<file path="src/rtl/shift_deserializer.sv">
// shift_deserializer: reassembles FROM-bit words from TO-bit beats, first
// beat in the most significant slice, into a one-entry output buffer.
//
// Handshakes: upstream has no backpressure, so every beat with valid_i=1 and
// clear_i=0 is consumed. Downstream uses valid/ready: a word transfers in any
// cycle where valid_o=1 and ready_i=1. While valid_o=1 and ready_i=0, data_o
// is held stable. valid_o never depends on ready_i in the same cycle.
module shift_deserializer #(
  parameter int FROM     = 32,
  parameter int LOG2FROM = 5,
  parameter int TO       = 4
) (
  input  logic                clk,
  input  logic                reset,
  input  logic [TO-1:0]       data_i,
  input  logic                valid_i,
  input  logic                clear_i,
  output logic [FROM-1:0]     data_o,
  output logic                valid_o,
  input  logic                ready_i,
  output logic                overflow_o,
  output logic [LOG2FROM:0]   beats_o
);

  localparam logic [LOG2FROM:0] LAST_BEAT = (LOG2FROM+1)'(FROM / TO - 1);
  localparam logic [LOG2FROM:0] ONE_BEAT  = (LOG2FROM+1)'(1);

  typedef enum logic {
    OBUF_EMPTY = 1'b0,
    OBUF_FULL  = 1'b1
  } obuf_state_e;

  obuf_state_e           obuf_q, obuf_d;
  logic [FROM-1:0]       acc_q, acc_d;
  logic [LOG2FROM:0]     beats_q, beats_d;
  logic [FROM-1:0]       out_q, out_d;
  logic                  ovf_q, ovf_d;

  logic                  beat_take;
  logic                  word_done;
  logic [FROM-1:0]       word_full;

  // A beat in a clearing cycle is dropped; completion needs the final beat.
  assign beat_take = valid_i && !clear_i;
  assign word_done = beat_take && (beats_q == LAST_BEAT);
  assign word_full = {acc_q[FROM-TO-1:0], data_i};

  // Collect path: shift beats in at the bottom, reset count at word end.
  always_comb begin
    acc_d   = acc_q;
    beats_d = beats_q;
    if (clear_i) begin
      acc_d   = '0;
      beats_d = '0;
    end else if (word_done) begin
      acc_d   = '0;
      beats_d = '0;
    end else if (beat_take) begin
      acc_d   = word_full;
      beats_d = beats_q + ONE_BEAT;
    end
  end

  // Output buffer next-state: fill, drain, replace, or drop with overflow.
  always_comb begin
    obuf_d = obuf_q;
    out_d  = out_q;
    ovf_d  = ovf_q;
    unique case (obuf_q)
      OBUF_EMPTY: begin
        if (word_done) begin
          obuf_d = OBUF_FULL;
          out_d  = word_full;
        end
      end
      OBUF_FULL: begin
        if (word_done) begin
          if (ready_i) begin
            out_d = word_full;
          end else begin
            ovf_d = 1'b1;
          end
        end else if (ready_i) begin
          obuf_d = OBUF_EMPTY;
        end
      end
      default: obuf_d = OBUF_EMPTY;
    endcase
    if (clear_i) begin
      ovf_d = 1'b0;
    end
  end

  // State registers with asynchronous active-low reset.
  always_ff @(posedge clk or negedge reset) begin
    if (!reset) begin
      obuf_q  <= OBUF_EMPTY;
      acc_q   <= '0;
      beats_q <= '0;
      out_q   <= '0;
      ovf_q   <= 1'b0;
    end else begin
      obuf_q  <= obuf_d;
      acc_q   <= acc_d;
      beats_q <= beats_d;
      out_q   <= out_d;
      ovf_q   <= ovf_d;
    end
  end

  assign data_o     = out_q;
  assign valid_o    = (obuf_q == OBUF_FULL);
  assign overflow_o = ovf_q;
  assign beats_o    = beats_q;

endmodule

</file>
<file path="config.mk">
export PLATFORM = sky130hd
export DESIGN_NAME = shift_deserializer
export DESIGN_NICKNAME = d
export VERILOG_FILES = /design/src/rtl/shift_deserializer.sv
export SDC_FILE = /design/constraint.sdc
export NUM_CORES = 1
export LEC_CHECK = 0
export CAP_MARGIN = 15
export CORE_ASPECT_RATIO = 0.75
export CORE_UTILIZATION = 45
export DETAILED_ROUTE_END_ITERATION = 12
export DONT_BUFFER_PORTS = 1
export SLEW_MARGIN = 10
export SYNTH_ARGS = -nofsm -noshare
export SYNTH_HDL_FRONTEND = slang
export SYNTH_SLANG_ARGS = --single-unit
export TNS_END_PERCENT = 10
</file>
<file path="constraint.sdc">
create_clock -name clk -period 3.3 [get_ports clk]
set_input_delay 0.825 -clock clk [delete_from_list [all_inputs] [get_ports clk]]
set_output_delay 0.825 -clock clk [all_outputs]
set_load 0.05 [all_outputs]
</file>
==> run_results.csv, run 1 <==
group,metric,value,unit
outcome,status,"complete, no violations",
worst_setup_path,cp-start-kind,"flop",
final_layout,fin_util,51.9,%
clocking,htreeDepth,3,
timing,slew_viol_final,0,
drt,vias,1733,
yosys,ys_top_cells_by_area,"dfrtp_1 (59%), mux2_2 (12%), o211ai_1 (7.3%)",
drt,routed_via_density,5.59,
timing,finalSetupTns,0,ps
floorplan,rows,24,
pwr,p_per_area,503,mW/mm2
final_layout,layout_commonest_cell,"dfrtp_1",
clocking,numCtsBuffers,9,
pwr,finalPower,1.57,mW
global_route,antenna_found_initial,0,
placement,placed_cell_area,0.00291,mm2
yosys,synth_top_family_by_area,"compound AO/OA/AOI/OAI gates",
yosys,synth-simple-area-share,9.26,%
timing,period_share,69.6,%
timing,timing.hold.ws,169,ps
final_layout,final_area,0.00311,mm2
global_route,grt_max_degree,69,
final_layout,nNetsFinal,237,
timing,worst_slew_pin_slew,576,ps
drt,antenna_left,0,
pwr,switching_share,20.6,%
worst_setup_path,slowest_delay,710,ps
global_route,grt_pass1_wl,9.11,mm
drt,wire_per_inst,17.5,um
yosys,ys_warn_count,0,
global_route,grt_util_all_layers,18.1,%
clocking,clk_latency,340,ps
timing,grt_setup_unrepaired,"false",
yosys,synth_compound_area_share,13.9,%
final_layout,multi_input_area,0.00108,mm2
drt,drt_iter0_drc,155,
final_layout,layout_common_cells,"dfrtp_1 (68), mux2_2 (31), nand2b_1 (30), a21oi_1 (30), o211ai_1 (28)",
worst_setup_path,critPathMaxFanout,32,
worst_setup_path,crit_path_cell_trace,"or3b_1, nor3b_4, buf_4, mux2_2",
worst_setup_path,worstSetupPathType,"reg -> reg",
worst_setup_path,crit_path_top_delay_cell,"dfrtp_1",
placement,dp_slack,1010,ps
min_path,hold_path_class,"in -> async",
yosys,netlist_area,0.00289,mm2
floorplan,die_w,94.5,um
floorplan,dieArea,0.00675,mm2
pwr,pwr-share-seq,54.4,%
pwr,p_sw,0.323,mW
yosys,synth_top_area_cell,"dfrtp_1",
timing,hold_violations,0,
drt,drt_pass1_iterations,4,
clocking,clk_pin_slew,70,ps
drt,drt_wl_total,5.41,mm
clocking,cts.path.max_buffers,2,
worst_setup_path,end_kind,"flop",
yosys,syn_nets,244,
worst_setup_path,reg2reg_slack,1000,ps
pwr,leakage,1.36,nW
placement,dp.cells,294,
yosys,ys_types,25,
yosys,synth_xor_area_share,0.909,%
global_route,grt_pass1_vias,1789,
yosys,synth_edf_count,0,
worst_setup_path,arrival,2520,ps
pwr,cell_internal_pwr,1.24,mW
timing,skew,7.23,ps
floorplan,initial_utilization,48.1,%
timing,slew_headroom,61.6,%
clocking,cts-resized-gates,0,
floorplan,die_h,71.4,um
yosys,synthCells,234,
yosys,synthAdderAreaFrac,0.433,%
job,drv_cap,0,
pwr,p_comb_share,1.7,%
placement,io_buffers,0,
clocking,cts_hold_buf,0,
timing,fin_ws,1000,ps
drt,post-route-drc-count,0,
yosys,ys.flop_type,"dfrtp_1",
clocking,cts_tree,"built",
pwr,clock_power_share,43.9,%
yosys,ys_seq_elements,68,
placement,place_congestion,0.667,
final_layout,num-fill-cells,541,
timing,setup_viol_count_final,0,
yosys,muxShareOfSynthArea,12.8,%
final_layout,syn_to_final_growth,7.75,%
final_layout,layout-drive-gt1-share,22.0,%
yosys,ys_seq_area_share,58.9,%
clocking,cts_sinks,68,
final_layout,antennaDiodeCount,0,
global_route,grt_overflow,0,
pwr,peakVddDrop,271,uV
placement,hpwlAfterDp,3.04,mm
yosys,synthArstFlopShare,100,%
clocking,cts-root-buf,"clkbuf_8",
yosys,syn_avg_cell_area,12.4,um2
final_layout,seqCellArea,0.00170,mm2
timing,min_period,2300,ps
clocking,post_cts_buffers,0,
yosys,synth_top_area_share,58.9,%
final_layout,final_cells,310,
floorplan,io_pins,49,
floorplan,core,0.00601,mm2
worst_setup_path,cp.required,3520,ps
timing,fmax,436,MHz
cells in the mapped netlist (2+ instances only):
cell type  count
a21oi_1       30
o211ai_1      28
nand2b_1      30
nand2_1        2
clkbuf_1      17
nor3_1         2
mux2_2        31
nor2_1         3
dfrtp_1       68
buf_6          3
xor2_1         3
o2111ai_1      2
o21ai_0        3
layout make-up:
cell class | instances | area share [%]
clock buffer | 12 | 4.98
clock inverter | 4 | 1.53
inverter | 1 | 0.121
multi-input combinational | 143 | 34.6
sequential | 68 | 54.6
tap | 78 | 3.13
timing repair buffer | 4 | 0.964
power by group through the flow:
stage	Combinational [mW]	Clock (mW)	Sequential [mW]
2_1_floorplan	0.0337	0	0.869
3_3_place_gp	0.0271	0	0.867
3_5_place_dp	0.0276	0	0.867
4_1_cts	0.0277	0.712	0.851
5_1_grt	0.0309	0.744	0.851
6_report	0.0272	0.687	0.851
cells by family after synthesis:
family          Yosys count
xor+xnor                  3
fa+ha+maj                 1
flops                    68
mux                      33
compound gates           64
buf+inv                  23
simple gates             42
registers in the layout (all words and copies together), names as in the netlist:
name and cells:
data_o 32, acc_q 28, beats_o 6, overflow_o 1, valid_o 1
worst max-delay path, delay by kind of cell (launching register included):
family,cells,cell delay [ps]
AND/OR/NAND/NOR,2,660
flip-flops,1,710
multiplexers,1,390
buffers and inverters,1,420
final timing paths:
path	startpoint	to	cells after the start
max	beats_o[2]	data_o[17]	4
min	reset	data_o[29]	0
max reg2reg	beats_o[2]	data_o[17]	4
min reg2reg	acc_q[26]	data_o[30]	1
max in group asynchronous	reset	data_o[30]	0
min in group clk	acc_q[26]	data_o[30]	1
routing by layer:
metal | routed length [um] | part of all wire [%] | vias up | GRT usage, %
li1 | - | - | 822 | -
met1 | 2780 | 51 | 860 | 25.5
met2 | 2210 | 41 | 49 | 24.0
met3 | 398 | 7.4 | 2 | 9.13
met4 | 23 | 0.42 | 0 | 5.72
met5 | 0 | 0 | - | 0
Note: power is estimated with default switching activity, not from simulation.
==> inputs of run 2 (changes only) <==
==> constraint.sdc (replaced) <==
create_clock -name clk -period 2.31 [get_ports clk]
set_input_delay 0.5775 -clock clk [delete_from_list [all_inputs] [get_ports clk]]
set_output_delay 0.5775 -clock clk [all_outputs]
set_load 0.05 [all_outputs]
==> run 2 against run 1 <==
Compared with the run above: design area increased by 2.8%; largest cell class unchanged; sequential power grew 42%; worst hold slack lost 68 ps; critical path type unchanged; clock-buffer cell count stayed put; highest routed layer unchanged; combinational power rose to 2.7 times the previous value.
==> run_results.csv, run 2 (synthesis gave the netlist of run 1 again) <==
group,metric,value,unit
outcome,status,"complete, no violations",
timing,slew_viol_final,0,
global_route,grt_pass1_wl,9.11,mm
global_route,grt_overflow,0,
placement,dp_slack,468,ps
worst_setup_path,timing.rr.start,"beats_o[4]",
timing,slew_headroom,64.7,%
timing,finalSetupTns,0,ps
clocking,cts_tree,"built",
drt,post-route-drc-count,0,
final_layout,layout_common_cells,"dfrtp_1 (68), mux2_2 (31), nand2b_1 (30), a21oi_1 (30), o211ai_1 (28)",
timing,fmax,562,MHz
timing,fin_ws,532,ps
clocking,cts.path.max_buffers,2,
worst_setup_path,cp-start-kind,"flop",
worst_setup_path,critPathMaxFanout,16,
worst_setup_path,cp-startpoint,"beats_o[4]",
clocking,post_cts_buffers,0,
worst_setup_path,arrival,2010,ps
timing,hold_violations,0,
floorplan,rows,24,
global_route,grt_util_all_layers,18.4,%
final_layout,layout_commonest_cell,"dfrtp_1",
timing,setup_viol_count_final,0,
final_layout,largest_reg_flops,32,
job,drv_cap,0,
final_layout,seqCellArea,0.00170,mm2
timing,skew,5.89,ps
drt,antenna_left,0,
drt,drt_pass1_iterations,4,
placement,dp.cells,300,
final_layout,num-fill-cells,539,
floorplan,die_w,94.5,um
worst_setup_path,reg2reg_slack,530,ps
final_layout,fin_util,53.3,%
final_layout,final_area,0.00320,mm2
pwr,finalPower,2.36,mW
timing,timing.hold.ws,102,ps
final_layout,nNetsFinal,244,
drt,routed_via_density,5.63,
pwr,peakVddDrop,459,uV
final_layout,antennaDiodeCount,0,
drt,vias,1786,
timing,min_period,1780,ps
placement,io_buffers,0,
timing,worst_slew_pin_slew,529,ps
clocking,cts_sinks,68,
worst_setup_path,end_kind,"flop",
drt,wire_per_inst,17.3,um
floorplan,core,0.00601,mm2
worst_setup_path,r2r-end,"data_o[25]",
clocking,htreeDepth,3,
timing,grt_setup_unrepaired,"false",
placement,hpwlAfterDp,3.22,mm
clocking,cts-resized-gates,0,
clocking,cts-root-buf,"clkbuf_8",
min_path,hold_path_class,"in -> async",
final_layout,syn_to_final_growth,10.8,%
global_route,grt_pass1_vias,1734,
pwr,leakage,1.41,nW
placement,place_congestion,0.705,
worst_setup_path,cp.required,2540,ps
pwr,p_per_area,736,mW/mm2
placement,placed_cell_area,0.00296,mm2
final_layout,layout-drive-gt1-share,23.8,%
clocking,clk_latency,350,ps
floorplan,io_pins,49,
global_route,grt_max_degree,69,
worst_setup_path,cp-endpoint,"data_o[25]",
global_route,antenna_found_initial,0,
final_layout,final_cells,317,
floorplan,initial_utilization,48.1,%
drt,drt_iter0_drc,129,
worst_setup_path,worstSetupPathType,"reg -> reg",
worst_setup_path,ff2ff_path_depth,4,
timing,period_share,77.0,%
clocking,numCtsBuffers,9,
final_layout,multi_input_area,0.00108,mm2
drt,drt_wl_total,5.48,mm
floorplan,dieArea,0.00675,mm2
floorplan,die_h,71.4,um
clocking,clk_pin_slew,70,ps
-- run 2: critical path, stage by stage (launching register included) --
cell and delay (ps):
dfrtp_1 380, or3b_1 430, nor3b_4 220, buf_4 270, mux2_2 360
-- run 2: worst min path at each step --
stage | start | endpoint | slack, ps | cells past startpoint
global route | reset | data_o[21] | 110 | 1
global placement | reset | data_o[24] | 280 | 0
floorplan | reset | acc_q[0] | 280 | 0
finish | reset | data_o[24] | 100 | 1
detailed placement | reset | data_o[25] | 280 | 0
CTS | reset | data_o[25] | 100 | 1
-- run 2: timing repair --
item / 4_1_cts / 5_1_grt
setup endpoints to repair: 0 / 0
hold endpoints to repair: 68 / 0
hold buffers: 1 / 0
-- run 2: cell type report --
cell class	instances	area share, %
Clock inverter	4	2.27
Timing Repair Buffer	11	3.20
Sequential cell	68	53.1
Tap cell	78	3.05
Clock buffer	12	4.53
Inverter	1	0.117
Multi-Input combinational cell	143	33.7
-- run 2: where the power goes --
part	leakage [nW]	switching [mW]	internal (mW)
logic	0.361	0.0467	0.0278
registers	0.945	0.00927	1.20
clock network	0.107	0.436	0.636
-- run 2: metal layers --
layer,vias up,track usage (%),share of wire (%)
met1,885,26.0,49
li1,836,-,-
met5,-,0,0
met2,60,24.5,43
met4,0,6.06,1.3
met3,5,9.02,7.0
==> inputs of run 3 (changes only) <==
==> constraint.sdc (replaced) <==
create_clock -name clk -period 1.49 [get_ports clk]
set_input_delay 0.3725 -clock clk [delete_from_list [all_inputs] [get_ports clk]]
set_output_delay 0.3725 -clock clk [all_outputs]
set_load 0.05 [all_outputs]
==> run 3 against run 2 <==
Compared with the run above: the flow now finishes with violations (hold timing, setup timing); total power up 38%; wire length up 12%; critical path depth up 1; clock skew down 1.1 ps; sequential power up 55%; worst hold slack worse by 380 ps; register-to-register slack worse by 790 ps; design area up 5.4%; global-route usage up 1.7 points; non-clock buffer count up 6; utilization up 2.9 points; critical endpoint is now data_o[29].
==> run_results.csv, run 3 (synthesis gave the netlist of run 1 again) <==
group,metric,value,unit
clocking,numCtsBuffers,9,
timing,skew,4.77,ps
worst_setup_path,arrival,1980,ps
worst_setup_path,crit_path_top_delay_cell,"or3b_4",
timing,grt_setup_unrepaired,"true",
pwr,p_sw,0.718,mW
timing,worst_slew_pin_slew,525,ps
min_path,hold_path_class,"in -> async",
drt,routed_via_density,5.76,
worst_setup_path,crit_path_cell_trace,"or3b_4, nor3b_4, buf_6, buf_8, mux2_4",
timing,setup_viol_count_final,47,
pwr,cell_internal_pwr,2.53,mW
clocking,cts_tree,"built",
worst_setup_path,worstSetupPathType,"reg -> reg",
worst_setup_path,slowest_delay,410,ps
clocking,cts_sinks,68,
floorplan,initial_utilization,48.1,%
outcome,violations,"hold timing, setup timing",
timing,fin_ws,-260,ps
global_route,grt_util_all_layers,20.0,%
placement,place_congestion,0.726,
floorplan,io_pins,49,
timing,slew_headroom,65.0,%
final_layout,largest_reg_flops,32,
final_layout,syn_to_final_growth,16.8,%
floorplan,rows,24,
pwr,p_comb_share,2.5,%
floorplan,die_h,71.4,um
drt,antenna_left,0,
clocking,cts-root-buf,"clkbuf_8",
drt,wire_per_inst,19.2,um
timing,hold_violations,68,
floorplan,die_w,94.5,um
pwr,finalPower,3.24,mW
worst_setup_path,cp-start-kind,"flop",
pwr,switching_share,22.1,%
drt,post-route-drc-count,0,
global_route,antenna_found_initial,0,
pwr,clock_power_share,39.5,%
timing,min_period,1750,ps
placement,io_buffers,0,
drt,drt_pass1_iterations,4,
global_route,grt_max_degree,69,
timing,period_share,117,%
clocking,clk_pin_slew,70,ps
final_layout,layout_common_cells,"dfrtp_1 (63), mux2_4 (32), nand2b_1 (30), a21oi_1 (30), o211ai_1 (28)",
pwr,peakVddDrop,611,uV
final_layout,antennaDiodeCount,0,
drt,drt_iter0_drc,98,
global_route,grt_pass1_wl,9.96,mm
timing,fmax,571,MHz
global_route,grt_overflow,0,
timing,timing.hold.ws,-283,ps
pwr,leakage,1.45,nW
worst_setup_path,cp.required,1720,ps
worst_setup_path,end_kind,"flop",
clocking,htreeDepth,3,
timing,slew_viol_final,0,
outcome,status,"finished, violations left",
placement,hpwlAfterDp,3.52,mm
floorplan,dieArea,0.00675,mm2
pwr,pwr-share-seq,58.0,%
drt,vias,1850,
worst_setup_path,critPathMaxFanout,7,
job,drv_cap,0,
clocking,cts.path.max_buffers,2,
final_layout,nNetsFinal,250,
clocking,clk_latency,350,ps
final_layout,layout_commonest_cell,"dfrtp_1",
timing,finalSetupTns,-8240,ps
global_route,grt_pass1_vias,1971,
pwr,p_per_area,961,mW/mm2
drt,drt_wl_total,6.15,mm
floorplan,core,0.00601,mm2
final_layout,fin_util,56.2,%
final_layout,layout-drive-gt1-share,29.2,%
-- run 3: cell type report --
| cell class | count | area [um2] |
|---|---|---|
| fillers | 532 | 2630 |
| flip-flops and latches | 68 | 1710 |
| multi-input cells | 143 | 1230 |
| inverters | 1 | 3.75 |
| repair buffers | 17 | 179 |
| well taps | 78 | 97.6 |
| clock inverters | 3 | 15.0 |
| clock buffers | 11 | 141 |
-- run 3: worst paths after layout --
path | start | endpoint | cells past startpoint | slack [ps]
worst min register to register | acc_q[24] | data_o[28] | 1 | 520
worst max register to register | beats_o[3] | data_o[29] | 5 | -260
max in group asynchronous | reset | beats_o[4] | 0 | 1670
worst max-delay path | beats_o[3] | data_o[29] | 5 | -260
min in group clk | clear_i | beats_o[1] | 1 | 80
worst min-delay path | reset | data_o[18] | 0 | -280
-- run 3: stage by stage --
step	std cells	cell area, um2	setup WS [ps]
after global routing	321	3370	-297
after CTS	320	3220	-278
after global placement	303	3000	-277
final	321	3370	-260
after detailed placement	303	3000	-320
after floorplan	234	2910	-481
-- run 3: repair_timing --
item	4_1_cts	5_1_grt
endpoints found under the setup margin	64	66
hold endpoints to repair	68	68
buffers inserted	1	1
gates cloned	2	0
resized for setup	15	34
pin swaps	1	2
-- run 3: critical path, delay by kind of cell (launching register included) --
| kind | cells | cell delay [ps] |
|---|---|---|
| buf+inv | 2 | 330 |
| flops | 1 | 400 |
| mux | 1 | 300 |
| simple gates | 2 | 590 |
-- run 3: power by group through the flow --
stage / Clock [mW] / Sequential, mW / Combinational (mW)
final: 1.28 / 1.88 / 0.0810
after global placement: 0 / 1.91 / 0.0741
after CTS: 1.32 / 1.88 / 0.0778
after floorplan: 0 / 1.93 / 0.0756
after detailed placement: 0 / 1.91 / 0.0774
after global routing: 1.40 / 1.88 / 0.0887
-- run 3: metal layers --
layer	routed length [um]	vias up	track usage, %
met5	0	-	0
met4	63	0	7.41
met3	510	8	10.1
li1	-	837	-
met2	2760	58	29.5
met1	2820	947	25.4
